[config.mk]
export PLATFORM = sky130hd
export DESIGN_NAME = bist_sched_flat
export DESIGN_NICKNAME = d
export VERILOG_FILES = /design/src/rtl/bist_pkg.sv /design/src/rtl/bist_sched_if.sv /design/src/rtl/bist_misr.sv /design/src/rtl/bist_sched.sv /design/src/flat_wrapper.sv
export SDC_FILE = /design/constraint.sdc
export NUM_CORES = 1
export LEC_CHECK = 0
export ABC_AREA = 1
export BUFFER_PORTS_ARGS = -buffer_cell sky130_fd_sc_hd__buf_4
export CORE_ASPECT_RATIO = 1.4
export CORE_UTILIZATION = 30
export CTS_CLUSTER_SIZE = 20
export DETAILED_ROUTE_END_ITERATION = 8
export PLACE_DENSITY_LB_ADDON = 0.05
export SETUP_SLACK_MARGIN = 0.05
export SKIP_CTS_REPAIR_TIMING = 1
export SYNTH_ARGS = -nofsm -noshare
export SYNTH_HDL_FRONTEND = slang
export SYNTH_SLANG_ARGS = --single-unit
[constraint.sdc]
create_clock -name ck -period 1.5 [get_ports ck]
set_clock_uncertainty 0.15 [all_clocks]
set_input_delay 0 -clock ck [delete_from_list [all_inputs] [get_ports ck]]
set_output_delay 0 -clock ck [all_outputs]
set_load 0.05 [all_outputs]
[src/rtl/bist_pkg.sv]
// Shared constants and types for the BIST scheduler: state codes, LFSR/MISR
// taps, pattern count type and the default seed.
package bist_pkg;
  typedef logic [2:0] state_t;
  localparam state_t S_IDLE    = 3'd0;
  localparam state_t S_INIT    = 3'd1;
  localparam state_t S_APPLY   = 3'd2;
  localparam state_t S_CAPTURE = 3'd3;
  localparam state_t S_COMPARE = 3'd4;

  localparam int LFSR_W   = 36;
  localparam int LFSR_TAP = 25;
  localparam int MISR_W   = 32;
  localparam int MISR_T1  = 22;
  localparam int MISR_T2  = 2;
  localparam int MISR_T3  = 1;

  typedef logic [15:0] cnt_t;

  localparam logic [LFSR_W-1:0] DEF_SEED = 36'h0_0000_0001;

  // x^36 + x^25 + 1, shifting toward the MSB
  function automatic logic [LFSR_W-1:0] lfsr_next(input logic [LFSR_W-1:0] v);
    return {v[LFSR_W-2:0], v[LFSR_W-1] ^ v[LFSR_TAP-1]};
  endfunction
endpackage

[src/rtl/bist_sched_if.sv]
// Run control, CUT pattern/response and result signals of the BIST scheduler.
interface bist_sched_if #(
  parameter int N_IN  = 35,
  parameter int N_OUT = 23
);
  logic             start;
  logic             abort;
  logic [N_OUT-1:0] cut_resp;
  logic [N_IN-1:0]  pat_out;
  logic             cut_en;
  logic             busy;
  logic             done;
  logic             pass;
  logic [31:0]      sig;

  modport master (output start, abort, cut_resp,
                  input  pat_out, cut_en, busy, done, pass, sig);
  modport slave  (input  start, abort, cut_resp,
                  output pat_out, cut_en, busy, done, pass, sig);
endinterface

[src/rtl/bist_misr.sv]
// 32-bit multiple-input signature register, taps 32/22/2/1, zero-extended input.
module bist_misr
  import bist_pkg::*;
#(
  parameter int N_OUT = 23
) (
  input  logic              ck,
  input  logic              rstn,
  input  logic              clr,
  input  logic              en,
  input  logic [N_OUT-1:0]  din,
  output logic [MISR_W-1:0] sig
);
  logic [MISR_W-1:0] shifted;

  assign shifted = {sig[MISR_W-2:0],
                    sig[MISR_W-1] ^ sig[MISR_T1-1] ^ sig[MISR_T2-1] ^ sig[MISR_T3-1]};

  always_ff @(posedge ck) begin
    if (!rstn || clr) sig <= '0;
    else if (en)      sig <= shifted ^ MISR_W'(din);
  end
endmodule

[src/rtl/bist_sched.sv]
// BIST run scheduler: LFSR pattern source, pattern counter and run FSM around
// a MISR response compactor; result is a signature compare against GOLDEN.
module bist_sched
  import bist_pkg::*;
#(
  parameter int                N_IN   = 35,
  parameter int                N_OUT  = 23,
  parameter int                N_PAT  = 1024,
  parameter logic [LFSR_W-1:0] SEED   = DEF_SEED,
  parameter logic [MISR_W-1:0] GOLDEN = 32'h0000_0000
) (
  input logic        ck,
  input logic        rstn,
  bist_sched_if.slave bif
);
  state_t            state, state_nx;
  logic [LFSR_W-1:0] lfsr;
  cnt_t              cnt;
  logic              pass_q;
  logic              kill, capture, init, last;

  // abort wins over everything except reset and freezes both shift registers
  assign kill    = bif.abort && (state != S_IDLE);
  assign init    = (state == S_INIT) && !kill;
  assign capture = (state == S_CAPTURE) && !kill;
  assign last    = (cnt == cnt_t'(N_PAT - 1));

  always_comb begin
    state_nx = state;
    case (state)
      S_IDLE:    if (bif.start) state_nx = S_INIT;
      S_INIT:    state_nx = S_APPLY;
      S_APPLY:   state_nx = S_CAPTURE;
      S_CAPTURE: state_nx = last ? S_COMPARE : S_APPLY;
      S_COMPARE: state_nx = S_IDLE;
      default:   state_nx = S_IDLE;
    endcase
    if (kill) state_nx = S_IDLE;
  end

  always_ff @(posedge ck) begin
    if (!rstn) begin
      state  <= S_IDLE;
      lfsr   <= SEED;
      cnt    <= '0;
      pass_q <= 1'b0;
    end else begin
      state <= state_nx;
      if (init) begin
        lfsr   <= SEED;
        cnt    <= '0;
        pass_q <= 1'b0;
      end
      if (capture) begin
        lfsr <= lfsr_next(lfsr);
        cnt  <= cnt + 16'd1;
      end
      if (state == S_COMPARE && !kill) pass_q <= (bif.sig == GOLDEN);
      if (kill) pass_q <= 1'b0;
    end
  end

  bist_misr #(.N_OUT(N_OUT)) u_misr (
    .ck   (ck),
    .rstn (rstn),
    .clr  (init),
    .en   (capture),
    .din  (bif.cut_resp),
    .sig  (bif.sig)
  );

  assign bif.pat_out = lfsr[N_IN-1:0];
  assign bif.cut_en  = capture;
  assign bif.busy    = (state != S_IDLE);
  assign bif.done    = (state == S_COMPARE) && !kill;
  assign bif.pass    = pass_q;
endmodule

[src/flat_wrapper.sv]
// flat-port wrapper written by rule: the top's interface ports become plain ports
module bist_sched_flat import bist_pkg::*;
#(
  parameter int                N_IN   = 35,
  parameter int                N_OUT  = 23,
  parameter int                N_PAT  = 1024,
  parameter logic [LFSR_W-1:0] SEED   = DEF_SEED,
  parameter logic [MISR_W-1:0] GOLDEN = 32'h0000_0000
)
  (ck, rstn, bif_start, bif_abort, bif_cut_resp, bif_pat_out, bif_cut_en, bif_busy, bif_done, bif_pass, bif_sig);
  bist_sched_if #(.N_IN(N_IN), .N_OUT(N_OUT)) bif_i ();
  input logic ck;
  input logic rstn;
  input wire logic [$bits(bif_i.start)-1:0] bif_start;
  input wire logic [$bits(bif_i.abort)-1:0] bif_abort;
  input wire logic [$bits(bif_i.cut_resp)-1:0] bif_cut_resp;
  output wire logic [$bits(bif_i.pat_out)-1:0] bif_pat_out;
  output wire logic [$bits(bif_i.cut_en)-1:0] bif_cut_en;
  output wire logic [$bits(bif_i.busy)-1:0] bif_busy;
  output wire logic [$bits(bif_i.done)-1:0] bif_done;
  output wire logic [$bits(bif_i.pass)-1:0] bif_pass;
  output wire logic [$bits(bif_i.sig)-1:0] bif_sig;
  assign bif_i.start = bif_start;
  assign bif_i.abort = bif_abort;
  assign bif_i.cut_resp = bif_cut_resp;
  assign bif_pat_out = bif_i.pat_out;
  assign bif_cut_en = bif_i.cut_en;
  assign bif_busy = bif_i.busy;
  assign bif_done = bif_i.done;
  assign bif_pass = bif_i.pass;
  assign bif_sig = bif_i.sig;
  bist_sched #(.N_IN(N_IN), .N_OUT(N_OUT), .N_PAT(N_PAT), .SEED(SEED), .GOLDEN(GOLDEN)) u_core (.ck(ck), .rstn(rstn), .bif(bif_i));
endmodule
* Word level (Yosys, flattened, before mapping)
Index checks and enable logic that the tools add are counted. Widths: inputs -> output; s select.
Operators by class: add/sub/neg operators 1, equality and inequality tests 6, multiplexer cells 9, bitwise operators 6, reduce and logical (&&, ||, !) cells 13
Operators by type and width (number):
- $mux 36 | 2
- $logic_not 32->1 | 1
- $mux 16 | 2
- $xor 32x23->32 | 1
- $add 16x1->16 const B | 1
- $eq 16x10->1 const B | 1
- $pmux 3 s4 | 1
- $eq 3x2->1 const B | 2
- $mux 3 | 2
- $logic_and 1x1->1 | 4
- $reduce_bool 2->1 | 2
- $xor 1x1->1 | 4
- $eq 3x1->1 const B | 1
- $eq 3x3->1 const B | 1
- $logic_not 3->1 | 1
- $reduce_bool 3->1 | 1
- $logic_not 1->1 | 2
- $mux 1 | 2
- $ne 2x2->1 const B | 1
- $reduce_or 2->1 | 1
- $logic_or 1x1->1 | 1
- $not 1->1 | 1
Storage, ports and cells: flip-flop bits (word level) 88, output and inout bits 71

* Longest topological paths before layout
depth after elaboration 6, mapped depth 9, depth with buffers taken out 8

* Cells and area by module
From an unflattened synthesis, not the netlist that was laid out.
Unflattened totals: cells, all modules 596, area, all modules 4251.6 µm²
Modules (own cells, without submodules):
- bist_sched | times used 1, cells an instance 393, area each 2772.7 µm²
- bist_misr | times used 1, cells an instance 203, area each 1478.9 µm²

* Worst setup path after synthesis
OpenSTA, ideal clock, no wires.
path type reg2reg, from register u_core.state[1], to register u_core.pass_q, in the netlist u_core.bif.pass, library setup time 70 ps, arrival time 1599 ps, data required time 1280 ps, setup slack -319 ps, cell stages (with the launch flop) 8, path buffers 0, period minus slack after synthesis 1819 ps, cell sequence dfxtp_1 > inv_2 > nand2_1 > nor2_1 > nand3_1 > nor2_1 > nand2_1 > a21oi_1
Between the ends: cells in the longest elaborated chain, start to end 5
Ends and longest elaborated chain:
- start: declaration | line bist_sched.sv:16 | state_t state, state_nx;
- start signal: assignment | line bist_sched.sv:48 | state <= state_nx;
- $reduce_bool 3->1 | line bist_sched.sv:23 | assign kill = bif.abort && (state != S_IDLE);
- $logic_and 1x1->1 | line bist_sched.sv:23
- $logic_not 1->1
- $logic_and 1x1->1 *
- named net bif_done | line flat_wrapper.sv:20 | output wire logic [$bits(bif_i.done)-1:0] bif_done;
- $mux 1 or $reduce_bool 2->1 (tied branches)
- end signal: assignment | line bist_sched.sv:58 | if (state == S_COMPARE && !kill) pass_q <= (bif.sig == GOLDEN);
- end: declaration | line bist_sched.sv:19 | logic pass_q;
Mark *: on every way through the listed nets, which the timed path passes. The rest lies on a longest branch. A chain may end at the register's enable or synchronous reset.

* Worst setup path after layout
from register u_core.state[2], to output bif_cut_en
Between the ends: cells in the longest elaborated chain, start to end 4
Ends and longest elaborated chain:
- $reduce_bool 3->1 | line bist_sched.sv:23
- $logic_and 1x1->1 | line bist_sched.sv:23
- $logic_not 1->1 | line bist_sched.sv:25 | assign capture = (state == S_CAPTURE) && !kill;
- $logic_and 1x1->1 * | line bist_sched.sv:25
- end: declaration | line flat_wrapper.sv:18 | output wire logic [$bits(bif_i.cut_en)-1:0] bif_cut_en;
Mark *: on every way between the ends. The rest lies on a longest branch, timed or not.

==> reports/results.txt <==
Initial Util - 30.9%
Fillers - 1,369
Initial antenna violation count - 0
Overall routing resource usage - 14.7%
Final Hold Viols - 0
WL final - 11,300 um
Clock Latency Late Sink - 340 ps
Outcome - finished, final reports clean
Row cnt - 50
Clock root cell - clkbuf_16
Min-Delay Path Class - primary input to register
Synthesis warning total - 0
Syn avg cell area - 7.72 sq um
Fin crit share - 98.4%
First-pass GRT wire length - 16,300 um
Hold WS - 31.1 ps
Vias in the first global route - 3,327
Sw Pwr - 1.55 mW
CTS max path bufs - 2
Mapped Area - 4160 sq um
Final Max Tran Viols - 0
Most common cell after layout, fill and taps aside - nand2_1
Crit. Startpoint - u_core.state[2]
Register share of total power - 45.3%
Setup slack, reg-to-reg - 30 ps
FF/Latch Area - 1770 sq um
Pin count of the biggest net entering global routing - 45
Share of layout cells above drive strength 1 - 40.5%
Grt total ovfl - 0
Final setup vio count - 0
Commonest cells after routing, fill and taps aside - 120 x nand2_1, 115 x buf_4, 82 x dfxtp_1, 44 x nor2_1, 41 x a21oi_1
Pwr Total - 5.42 mW
Detailed placement HPWL - 7250 um
Critical Path RT - 1350 ps
Vias per inst - 4.48
Max FO, Critical Path - 4
Crit path to - bif_cut_en
Fmax - 0.677 GHz
Net Sw Frac - 28.5%
Antenna diodes - 0
Kind of critical path - register to primary output
Worst vdd ir - 0.000500 V
H-tree depth - 3
Clock Power Share - 39.7%
Die W - 101 um
Endpoint type of the worst setup path - primary output
Yosys top cell area share - 42.4%
P_int - 3.87 mW
Worst path slowest cell - dfxtp_2
Final Util - 44.6%
Worst setup SP type - register
P_leak - 2.47 nW
RD Place Congestion - 0.785
First drt pass iteration count - 4
Vias after detailed routing - 3,736
CP cell instances - inv_2, nand3_4, nor2_4, buf_12, buf_12
Cell mode on critical path - buf_12
Distinct cells, synth - 35
Drt wl/cell - 13.6 um
Starting DRT DRC Count - 69
Core Box Area - 13,500 sq um
TritonCTS clock tree - done
# port buffers - 97
Synthesized instance count - 538
Synthesized netlist net count - 566
Worst-Margin Slew - 369 ps
Reg-to-Reg Start - u_core.state[2]
Clock Sinks - 88
Die extent in y - 141 um
RSZ-0062 raised after global routing - yes
Die Area - 14,300 sq um
Slew headroom - 75.4%
Period minus WS final - 1480 ps
# DRC - 0
Area of the multi-input gates - 2170 sq um
Ports - 98
CP Data Arrival Time - 1330 ps
Clock buffer count from CTS - 9
Yosys top cell by area - dfxtp_1
Max-cap viol count - 0
Crit path depth - 5
Antenna Violating Nets Remaining - 0
R2R depth - 7
Final net count - 675
PD cells - 904 nW/um^2
Seq cells post-synth - 88
Comb power frac - 15.0%
Worst path max stage delay - 330 ps
Seq/Total Area, Yosys - 42.4%
Family with the most delay on the worst path - buffers and inverters
Top cells by area, synth - dfxtp_1 42%, nand2_1 13%, a21oi_1 7.7%
Synth-to-Final Area Change - 44.3%
Worst flop-to-flop path endpoint - u_core.lfsr[32]
Clock slew at reported path FFs - 70 ps
Worst Path Buf+Inv - 3
-- sequential cells by signal (all words and copies together) (netlist names) --
signal             cells
u_core.state           3
u_core.u_misr.sig     32
u_core.bif.pass        1
u_core.cnt            16
u_core.lfsr           36
-- metrics by stage --
step                      instance area (sq um)  setup WS [ps]  setup TNS, ps  instances
final                                      6000           23.5              0        834
after global routing                       6000          -38.1           -603        834
after CTS                                  5190           -226           -285        791
after detailed placement                   4910          -27.1          -27.1        775
after global placement                     4910          -4.12          -4.12        775
after floorplan                            4170           60.3              0        538
-- per-layer routing --
metal / vias to the layer above / GRT usage, % / routed length [um]
met5: - / 0 / 0
met4: 0 / 5.19 / 121
met3: 7 / 4.78 / 581
met2: 73 / 25.3 / 5820
met1: 1732 / 17.0 / 4780
li1: 1924 / - / -
-- synth_stat cells --
| cell type | n |
|---|---|
| o21ai_0 | 18 |
| buf_1 | 1 |
| nand2_4 | 1 |
| buf_2 | 7 |
| nand3_4 | 1 |
| buf_4 | 42 |
| xnor2_1 | 22 |
| and3_1 | 1 |
| nand2_2 | 2 |
| inv_6 | 1 |
| xor2_1 | 1 |
| nand3b_1 | 1 |
| inv_2 | 4 |
| buf_8 | 1 |
| buf_6 | 2 |
| inv_1 | 22 |
| a21oi_2 | 17 |
| o21ai_1 | 1 |
| nand3_2 | 1 |
| nand3_1 | 8 |
| ha_1 | 1 |
| nand2_1 | 145 |
| nand4_1 | 6 |
| o21bai_1 | 1 |
| nor2_4 | 1 |
| o22ai_1 | 2 |
| clkbuf_2 | 1 |
| a211oi_1 | 1 |
| nor2_2 | 3 |
| dfxtp_1 | 88 |
| clkbuf_1 | 4 |
| o21ai_2 | 17 |
| nor2_1 | 49 |
| buf_12 | 1 |
| a21oi_1 | 64 |
-- power by group through the flow --
stage,clock network [mW],registers (mW),logic [mW]
finish,2.15,2.46,0.814
global route,2.32,2.46,0.873
CTS,2.22,2.45,0.718
detailed placement,0,2.51,0.717
global placement,0,2.51,0.716
floorplan,0,2.63,0.352
-- layout make-up --
type	count	area share (%)
clock buffer	10	3.82
inverter	27	1.94
clock inverter	6	0.897
timing repair buffer	157	23.8
tap	182	3.80
sequential	88	29.5
multi-input combinational	364	36.2
-- tightest hold or removal path: cells and delay by family --
kind,cells,cell delay (ps)
simple gates,5,300
buf+inv,2,130
compound gates,1,50
-- worst min path at each step --
stage                     from              endpoint  cells after the start
2_1_floorplan        bif_start       u_core.state[0]                      2
3_3_place_gp   bif_cut_resp[2]  u_core.u_misr.sig[2]                      3
3_5_place_dp         bif_start       u_core.state[0]                      3
4_1_cts        bif_cut_resp[2]  u_core.u_misr.sig[2]                      3
5_1_grt              bif_abort       u_core.bif.pass                      8
6_report             bif_abort       u_core.bif.pass                      8
-- kinds of logic after synthesis --
logic type               synth area share, %
AND/OR/NAND/NOR                         21.7
XOR/XNOR                                4.85
flip-flops                              42.4
buffers and inverters                   12.9
AO/OA/AOI/OAI                           17.8
adder cells (fa/ha/maj)                0.301
No activity file was read; power rests on OpenSTA's default activity.
